$ cat config.mk
export PLATFORM = sky130hd
export DESIGN_NAME = imm_narrower
export DESIGN_NICKNAME = d
export VERILOG_FILES = /design/src/rtl/imm_narrower.sv
export SDC_FILE = /design/constraint.sdc
export NUM_CORES = 1
export LEC_CHECK = 0
export CORE_UTILIZATION = 45
export DETAILED_ROUTE_END_ITERATION = 10
export HOLD_SLACK_MARGIN = 0.08
export PLACE_DENSITY = 0.87
export SLEW_MARGIN = 20
export SYNTH_ARGS = -nofsm -noshare
export SYNTH_HDL_FRONTEND = slang
export SYNTH_SLANG_ARGS = --single-unit
$ cat constraint.sdc
create_clock -name clk -period 2.9 [get_ports clk]
set_clock_uncertainty 0.15 [all_clocks]
set_input_delay 0.87 -clock clk [delete_from_list [all_inputs] [get_ports clk]]
set_output_delay 0.87 -clock clk [all_outputs]
set_load 0.02 [all_outputs]
$ cat src/rtl/imm_narrower.sv
// Narrows a wide two's-complement value to an OUT_W-bit immediate (saturate or wrap per item)
// behind a 2-entry in-order output buffer, and counts non-fitting accepts.
module imm_narrower #(
  parameter int unsigned IN_W  = 16,
  parameter int unsigned OUT_W = 4
) (
  input  logic             clk,
  input  logic             rst,
  input  logic             in_valid,
  output logic             in_ready,
  input  logic [IN_W-1:0]  in_data,
  input  logic             in_sat,
  output logic             out_valid,
  input  logic             out_ready,
  output logic [OUT_W-1:0] out_data,
  output logic             out_fits,
  input  logic             ovf_clr,
  output logic [7:0]       ovf_count
);

  typedef enum logic [1:0] {StEmpty, StOne, StTwo} state_e;

  state_e             state_q, state_d;
  logic               in_ready_q, in_ready_d;
  logic               out_valid_q, out_valid_d;
  logic [OUT_W-1:0]   head_data_q, head_data_d;
  logic               head_fits_q, head_fits_d;
  logic [OUT_W-1:0]   tail_data_q, tail_data_d;
  logic               tail_fits_q, tail_fits_d;
  logic [7:0]         ovf_q, ovf_d;

  logic               accept;
  logic               xfer;
  logic [IN_W-OUT_W:0] upper;
  logic               fits;
  logic [OUT_W-1:0]   sat_val;
  logic [OUT_W-1:0]   new_data;

  // Bits above the immediate's sign bit must all copy it for an exact fit.
  assign upper   = in_data[IN_W-1:OUT_W-1];
  assign fits    = (&upper) | ~(|upper);
  assign sat_val = {in_data[IN_W-1], {(OUT_W-1){~in_data[IN_W-1]}}};

  always_comb begin
    new_data = in_data[OUT_W-1:0];
    if (!fits && in_sat) begin
      new_data = sat_val;
    end
  end

  // rst gating keeps an accept offered during the reset cycle from being seen.
  assign in_ready  = in_ready_q & ~rst;
  assign accept    = in_valid & in_ready;
  assign xfer      = out_valid_q & out_ready;

  always_comb begin
    state_d     = state_q;
    head_data_d = head_data_q;
    head_fits_d = head_fits_q;
    tail_data_d = tail_data_q;
    tail_fits_d = tail_fits_q;
    unique case (state_q)
      StEmpty: begin
        if (accept) begin
          head_data_d = new_data;
          head_fits_d = fits;
          state_d     = StOne;
        end
      end
      StOne: begin
        if (accept && xfer) begin
          head_data_d = new_data;
          head_fits_d = fits;
        end else if (accept) begin
          tail_data_d = new_data;
          tail_fits_d = fits;
          state_d     = StTwo;
        end else if (xfer) begin
          state_d = StEmpty;
        end
      end
      StTwo: begin
        if (xfer) begin
          head_data_d = tail_data_q;
          head_fits_d = tail_fits_q;
          state_d     = StOne;
        end
      end
      default: state_d = StEmpty;
    endcase
    out_valid_d = (state_d != StEmpty);
    in_ready_d  = (state_d != StTwo);
  end

  always_comb begin
    ovf_d = ovf_q;
    if (ovf_clr) begin
      ovf_d = (accept && !fits) ? 8'd1 : 8'd0;
    end else if (accept && !fits && (ovf_q != 8'hFF)) begin
      ovf_d = ovf_q + 8'd1;
    end
  end

  always_ff @(posedge clk) begin
    if (rst) begin
      state_q     <= StEmpty;
      in_ready_q  <= 1'b1;
      out_valid_q <= 1'b0;
      head_data_q <= '0;
      head_fits_q <= 1'b0;
      tail_data_q <= '0;
      tail_fits_q <= 1'b0;
      ovf_q       <= 8'd0;
    end else begin
      state_q     <= state_d;
      in_ready_q  <= in_ready_d;
      out_valid_q <= out_valid_d;
      head_data_q <= head_data_d;
      head_fits_q <= head_fits_d;
      tail_data_q <= tail_data_d;
      tail_fits_q <= tail_fits_d;
      ovf_q       <= ovf_d;
    end
  end

  assign out_valid = out_valid_q;
  assign out_data  = head_data_q;
  assign out_fits  = head_fits_q;
  assign ovf_count = ovf_q;

endmodule

Word level (Yosys, flattened, before mapping). Index checks and enable logic that the tools add are counted.

Input port bits: 22. Output and inout port bits: 15. Bits in registers: 22. Word-level logic and storage cells: 55.

Muxes and demuxes: 18. $add $sub $neg: 1. Bitwise gates (word level): 8. Reductions and logical operators: 13. Eq/ne operators: 7.

Operators with widths (count): 4-bit 2-to-1 mux (4); 8-bit 2-to-1 mux (2); 13-bit AND reduction (1); 13-bit OR reduction (1); 4-bit case mux with 3 select lines (1); 2-bit 2-to-1 mux (5); 8-bit by 1-bit adder with 8-bit output (second input constant) (1); 2-bit != test (second input constant) (4); 8-bit != test (second input constant) (1); 2-bit case mux with 3 select lines (1); 1-bit logical AND (4); 1-bit 2-to-1 mux (4); 1-bit NOT (4); 4-bit AND reduction (1); 2-bit nonzero test (2); 1-bit AND (3); 1-bit case mux with 3 select lines (1); 3-bit AND reduction (1); 3-bit nonzero test (1); 2-bit by 1-bit == test with 1-bit output (second input constant) (1); 2-bit == test (second input constant) (1); 2-bit logical NOT (1); 1-bit logical NOT (1); 1-bit bitwise OR (1).

Logic depth before layout (Yosys ltp). Gate-level depths: netlist of run 1.

Depth after elaboration: 8. Mapped depth: 8. Depth with buffers taken out: 6.

Least setup slack after synthesis of run 1. OpenSTA, ideal clock, no wires.

Kind: input to register. Start point: in rst. End point: reg ovf_q[5] (netlist: ovf_count[5]). Path slack: 0.203 ns. Buffers on the path: 2. Required time: 2.680 ns. Library setup time: 0.070 ns. Stages on the path: 7. Arrival time: 2.478 ns. Cell sequence: buf_6 -> nor2b_2 -> nand2_1 -> or3_1 -> buf_2 -> or4_1 -> a21oi_1.

Longest elaborated chain between the ends: 6.

Ends and longest elaborated chain: start: declaration (line 8) `input logic rst,`; 1-bit NOT (line 52) `assign in_ready = in_ready_q & ~rst;`; 1-bit AND (line 52); named net in_ready (line 10) `output logic in_ready,`; 1-bit AND (line 53) `assign accept = in_valid & in_ready;`; 1-bit logical AND (2 in series) (line 99) `end else if (accept && !fits && (ovf_q != 8'hFF)) begin`; 2-bit nonzero test (no source line); end signal: assignment (line 122) `ovf_q <= ovf_d;`; end: declaration (line 30) `logic [7:0] ovf_q, ovf_d;`.

The timed path passes the listed nets, and every way through them passes these cells. A chain may end at the register's enable or synchronous reset.

Worst setup path in the final report of run 1.
Start point: in rst. End point: out in_ready.

Longest elaborated chain between the ends: 2.

Ends and longest elaborated chain (line): 1-bit NOT (52); 1-bit AND (52); end: declaration (10).

No other way between the ends.

==> summary.txt, run 1 <==
Final layout
  • Filler Cell Count: 176
  • Commonest non-fill, non-tap cell in the layout: clkdlybuf4s50_1
  • Layout Cells excl Fill: 210
  • # diodes: 0
  • Share of layout cells above drive strength 1: 11.0%
  • Area growth from synthesis to layout: 41.1%
  • Nets: 207
  • Cell area after layout: 0.00160 mm²
  • Commonest cells after routing, fill and taps aside: clkdlybuf4s50_1 (35), dfxtp_1 (22), nor2_1 (19)

Detailed routing
  • Drt first pass iters: 4
  • WL final: 2870 µm
  • # DRC: 0
  • Vias: 1,224
  • DRT antenna net count: 0
  • Starting DRT DRC Count: 10
  • DR WL/cell: 13.7 µm
  • Vias/cell: 5.83

STA
  • Tmin final: 2800 ps
  • Sum Neg Setup Slack: 0 ps
  • Final max-slew violation count: 0
  • Fmax: 357 MHz
  • Hold Fails Final Rpt: 0
  • Hold WS: 322 ps
  • Slew headroom: 71.2%
  • # setup viols final: 0
  • Worst slew pin tran: 431 ps
  • Final Cycle Share: 96.6%
  • Unrepaired setup endpoints after global routing: no

Power and ir drop
  • Logic pwr share: 22.2%
  • Net Switching: 155 µW
  • Reg power frac: 55.2%
  • Sw frac: 26.3%
  • Power per Cell Area: 367 mW/mm²
  • P_leak: 0.562 nW
  • Peak VDD IR: 0.000415 V
  • Share of total power in the clock network: 22.6%
  • Int Power: 433 µW

Setup path
  • Critical Path RT: 1880 ps
  • WP data arrival: 1780 ps
  • WS Path Type: input pin to output port
  • R2R Setup Slk: 900 ps
  • CP endpoint kind: output port
  • Setup crit start kind: input pin
  • CP max FO: 2

Clocking
  • Cts-stage hold buffer count: 0
  • Clk Latency, worst-skew pair: 300 ps
  • CTS tree: built
  • # H-tree levels: 1
  • Clk buf depth: 2
  • Root buf cell: clkbuf_4
  • Num CTS Buffers: 3
  • Clk sinks: 22
  • Worst-path clk slew: 110 ps

Placed design
  • Port-buffer cells: 36
  • Post-DP Area: 0.00158 mm²
  • Post-DP HPWL: 2280 µm
  • Cells after DPL: 207
  • Final Wtd Congestion: 0.801

Floorplan
  • Die Ht: 52.2 µm
  • Die area: 0.00273 mm²
  • CORE AREA: 0.00230 mm²
  • Io pins: 37
  • Initial core utilization: 49.4%
  • Rows: 17
  • Die X-Extent: 52.2 µm

Global route
  • Vias in the first global route: 1,168
  • Initial antenna violation count: 0
  • First-pass GRT wire length: 4820 µm
  • Largest net degree at the start of global routing: 18
  • Total GRT Usage: 23.5%
  • Remaining Overflow, GRT: 0

Yosys
  • YS warnings: 0
  • Yosys cell types: 38
  • Share of the synthesized area in the top cell type: 38.8%
  • Largest area contributor in the netlist: dfxtp_1
  • Post-synth net total: 160
  • Seq/Total Area, Yosys: 38.8%
  • Average size of a mapped cell: 8.28 µm²
  • Yosys reg bits: 22
  • Ranking of synthesized cells by area: dfxtp_1 (39%), nor2_1 (6.3%), a211oi_1 (5.3%), a21oi_1 (4.9%), o31ai_1 (3.3%)
  • Post-Syn Instances: 137
  • Mapped Area: 0.00113 mm²

Status
  • Outcome: complete, no violations

Run
  • Max Cap Viol: 0

Worst hold path
  • Hold/Removal Path Class: flop to flop
## per-layer routing
layer	wire [µm]	global-route usage, %	part of all wire, %	vias to the layer above
met2	1520	45.7	53	23
met5	0	0	0	-
met3	88	5.22	3.1	4
li1	-	-	-	625
met4	23	5.26	0.80	0
met1	1250	25.3	43	572
## power groups by stage
| stage | Clock, mW | Combinational, mW | Sequential (mW) |
|---|---|---|---|
| detailed placement | 0 | 0.131 | 0.331 |
| floorplan | 0 | 0.0533 | 0.338 |
| CTS | 0.140 | 0.131 | 0.324 |
| finish | 0.133 | 0.131 | 0.324 |
| global route | 0.150 | 0.143 | 0.326 |
| global placement | 0 | 0.127 | 0.330 |
## final cells by class
cell class | instances | area (µm²) | share of cell area [%]
flip-flops and latches | 22 | 440 | 27.5
repair buffers | 48 | 449 | 28.0
inverters | 3 | 11.3 | 0.703
clock buffers | 3 | 22.5 | 1.41
multi-input cells | 106 | 643 | 40.2
well taps | 28 | 35.0 | 2.19
## stage by stage
| step | util [%] | setup slack (ps) | total power, mW |
|---|---|---|---|
| after global placement | 68.8 | -168 | 0.457 |
| final | 69.7 | 98.9 | 0.587 |
| after floorplan | - | 203 | 0.392 |
| after detailed placement | 68.8 | -175 | 0.462 |
| after CTS | 69.7 | 94.6 | 0.595 |
| after global routing | 69.7 | 62.0 | 0.619 |
## cells in the mapped netlist
| cell | count |
|---|---|
| dfxtp_1 | 22 |
| nor2_1 | 19 |
| a21oi_1 | 11 |
| a211oi_1 | 8 |
| nand2_1 | 7 |
| o21ai_0 | 7 |
| nand3_1 | 6 |
| o31ai_1 | 5 |
| nand4_1 | 4 |
| or4_1 | 4 |
| inv_1 | 3 |
| nor3_1 | 3 |
| nor4_1 | 3 |
| o31a_1 | 3 |
| a21o_1 | 2 |
| and3_1 | 2 |
| buf_2 | 2 |
| buf_6 | 2 |
| o211ai_1 | 2 |
| o311ai_0 | 2 |
| o41ai_1 | 2 |
| or3_1 | 2 |
| a311oi_1 | 1 |
| a31oi_1 | 1 |
| and4_4 | 1 |
| buf_1 | 1 |
| clkbuf_1 | 1 |
| ha_1 | 1 |
| mux2_2 | 1 |
| nand2b_1 | 1 |
| nand4b_1 | 1 |
| nor2b_1 | 1 |
| nor2b_2 | 1 |
| nor3_2 | 1 |
| nor3b_1 | 1 |
| nor4bb_1 | 1 |
| o22a_1 | 1 |
| or2_2 | 1 |
## sequential cells by signal (all words and copies together) (netlist names)
name         count
tail_fits_q      1
tail_data_q      4
ovf_count        8
out_valid        1
state_q          2
out_data         4
in_ready_q       1
out_fits         1
## worst max-delay path: stages
cell and delay [ps]:
clkdlybuf4s50_1 430, nor2b_2 140, dlygate4sd2_1 340
## logic make-up (layout without fill, tap and decap cells)
logic type | after synthesis | after routing | share of synthesized area (%)
AND/OR/NAND/NOR | 59 | 59 | 27.9
AO/OA/AOI/OAI | 45 | 45 | 26.7
flip-flops | 22 | 22 | 38.8
buffers and inverters | 9 | 54 | 4.52
adder cells (fa/ha/maj) | 1 | 1 | 1.10
multiplexers | 1 | 1 | 0.992
## worst paths after layout
check / start / end / depth (start not counted)
setup / recovery: rst / in_ready / 3
hold reg to reg: out_fits$_SDFFE_PP0P_ / out_fits$_SDFFE_PP0P_ / 2
hold / removal: out_fits$_SDFFE_PP0P_ / out_fits$_SDFFE_PP0P_ / 2
setup reg to reg: in_ready_q$_SDFF_PP1_ / ovf_count[7]$_SDFFE_PP0P_ / 5
## timing repair
| item | in CTS | in global routing |
|---|---|---|
| setup endpoints to repair | 1 | 0 |
| endpoints found under the hold margin | 0 | 0 |
| buffers inserted | 0 | 0 |
| resized for setup | 1 | 0 |
Note: power is estimated with default switching activity, not from simulation.
==> run 2, diff against run 1 <==
clock period = 3.2 ns   (was 2.9 ns; I/O delays follow)
==> run 2 against run 1 <==
Combinational power shrank 12%. Cell area down 1.5%. Cell count decreased by 1.9%. Non-clock buffer count is 5 lower. Clock-buffer cell count grew 1.
==> summary.txt, run 2 (synthesis gave the netlist of run 1 again) <==
Clocking
  • CTS tree: built
  • Num CTS Buffers: 3 (unchanged)
  • Clk Latency, worst-skew pair: 320 ps (+20 ps)
  • Worst-path clk slew: 130 ps (+20 ps)
  • # H-tree levels: 1 (unchanged)
  • Cts-stage hold buffer count: 0 (unchanged)
  • Root buf cell: clkbuf_4
  • Clk buf depth: 2 (unchanged)
  • Clk sinks: 22 (unchanged)

Status
  • Outcome: complete, no violations

Setup path
  • WS Path Type: input pin to output port
  • WP data arrival: 1860 ps (+80 ps)
  • R2R Setup Slk: 1160 ps (+260 ps)
  • Critical Path RT: 2090 ps (+210 ps)
  • Setup crit start kind: input pin
  • CP endpoint kind: output port
  • CP max FO: 2 (unchanged)

Global route
  • Total GRT Usage: 23.0% (-0.51 points)
  • Initial antenna violation count: 0 (unchanged)
  • Remaining Overflow, GRT: 0 (unchanged)
  • Vias in the first global route: 1,154 (-1.2%)
  • Largest net degree at the start of global routing: 18 (unchanged)
  • First-pass GRT wire length: 4590 µm (-4.9%)

Floorplan
  • CORE AREA: 0.00230 mm² (unchanged)
  • Die area: 0.00273 mm² (unchanged)
  • Initial core utilization: 49.4% (unchanged)
  • Die X-Extent: 52.2 µm (unchanged)
  • Die Ht: 52.2 µm (unchanged)
  • Rows: 17 (unchanged)
  • Io pins: 37 (unchanged)

Final layout
  • Commonest non-fill, non-tap cell in the layout: clkdlybuf4s50_1
  • Area growth from synthesis to layout: 39.0%
  • Nets: 202 (-2.4%)
  • Commonest cells after routing, fill and taps aside: clkdlybuf4s50_1 (35), dfxtp_1 (22), nor2_1 (19)
  • Utilization after layout: 68.7% (-1.0 points)
  • Cell area after layout: 0.00158 mm² (-1.5%)
  • Multi-input gate area: 643 µm² (unchanged)
  • Storage cell area: 440 µm² (unchanged)
  • Share of layout cells above drive strength 1: 8.99% (-2.0 points)
  • Filler Cell Count: 176 (unchanged)
  • Max reg flops: 8 (unchanged)
  • # diodes: 0 (unchanged)

STA
  • Worst slew pin tran: 610 ps (+179 ps)
  • Final Cycle Share: 92.8%
  • Tmin final: 2970 ps
  • Fmax: 337 MHz
  • Hold WS: 325 ps (+3.18 ps)
  • Slew headroom: 58.8% (-12 points)
  • Final max-slew violation count: 0 (unchanged)
  • Hold Fails Final Rpt: 0 (unchanged)
  • Unrepaired setup endpoints after global routing: no
  • # setup viols final: 0 (unchanged)
  • Sum Neg Setup Slack: 0 ps (unchanged)

Placed design
  • Post-DP HPWL: 2190 µm (-3.8%)
  • Final Wtd Congestion: 0.804 (+0.36%)
  • Port-buffer cells: 36 (unchanged)
  • Post-DP Area: 0.00154 mm² (-2.4%)

Run
  • Max Cap Viol: 0 (unchanged)

Detailed routing
  • # DRC: 0 (unchanged)
  • Vias: 1,244 (+1.6%)
  • Starting DRT DRC Count: 29 (+19)
  • Vias/cell: 6.04 (+3.6%)
  • DR WL/cell: 13.9 µm (+1.8%)
  • Drt first pass iters: 6 (+2)
  • WL final: 2870 µm (-0.17%)
  • DRT antenna net count: 0 (unchanged)

Power and ir drop
  • Power per Cell Area: 360 mW/mm² (-1.7%)
  • Power, Total: 569 µW (-3.2%)
  • Peak VDD IR: 0.000289 V (-31%)
  • P_leak: 0.544 nW (-3.1%)

Worst hold path
  • Hold/Removal Path Class: flop to flop
[run 2: cell count changes in the layout (fill, tap and decap cells not counted)]
| cell | previous run | this run |
|---|---|---|
| clkbuf_8 | 0 | 1 |
| buf_4 | 12 | 7 |
[run 2: final cells by class]
type	count	share of cell area [%]
clock buffers	4	2.30
inverters	3	0.714
well taps	28	2.22
flip-flops and latches	22	27.9
multi-input cells	106	40.8
repair buffers	43	26.1
[run 2: critical path, stage by stage]
cell,delay [ps]
clkdlybuf4s50_1,430
nor2b_2,130
dlygate4sd2_1,340
[run 2: layer usage]
| layer | part of all wire, % | vias to the layer above | GRT usage [%] |
|---|---|---|---|
| li1 | - | 614 | - |
| met1 | 43 | 589 | 24.3 |
| met2 | 50 | 32 | 43.2 |
| met3 | 3.8 | 9 | 4.06 |
| met4 | 2.3 | 0 | 11.0 |
| met5 | 0 | - | 0 |
[run 2: power breakdown]
group,switching (mW),internal [mW]
Sequential,0.00838,0.285
Combinational,0.0547,0.0598
Clock,0.0910,0.0697
Total,0.154,0.415
[run 2: what timing repair did]
| action | 4_1_cts | 5_1_grt |
|---|---|---|
| gates resized for setup | 1 | 0 |
| setup buffers | 0 | 0 |
| endpoints found under the setup margin | 1 | 0 |
[run 2: stage by stage]
step | cells | setup slack [ps]
3_3_place_gp | 202 | -47.7
4_1_cts | 206 | 226
5_1_grt | 206 | 187
6_report | 206 | 230
3_5_place_dp | 202 | -47.6
2_1_floorplan | 137 | 413
[run 2: final timing paths]
| kind | endpoint | depth (start not counted) | start |
|---|---|---|---|
| setup / recovery | in_ready | 3 | rst |
| hold / removal | out_fits$_SDFFE_PP0P_ | 2 | out_fits$_SDFFE_PP0P_ |
| setup reg to reg | ovf_count[5]$_SDFFE_PP0P_ | 5 | in_ready_q$_SDFF_PP1_ |
| hold reg to reg | out_fits$_SDFFE_PP0P_ | 2 | out_fits$_SDFFE_PP0P_ |
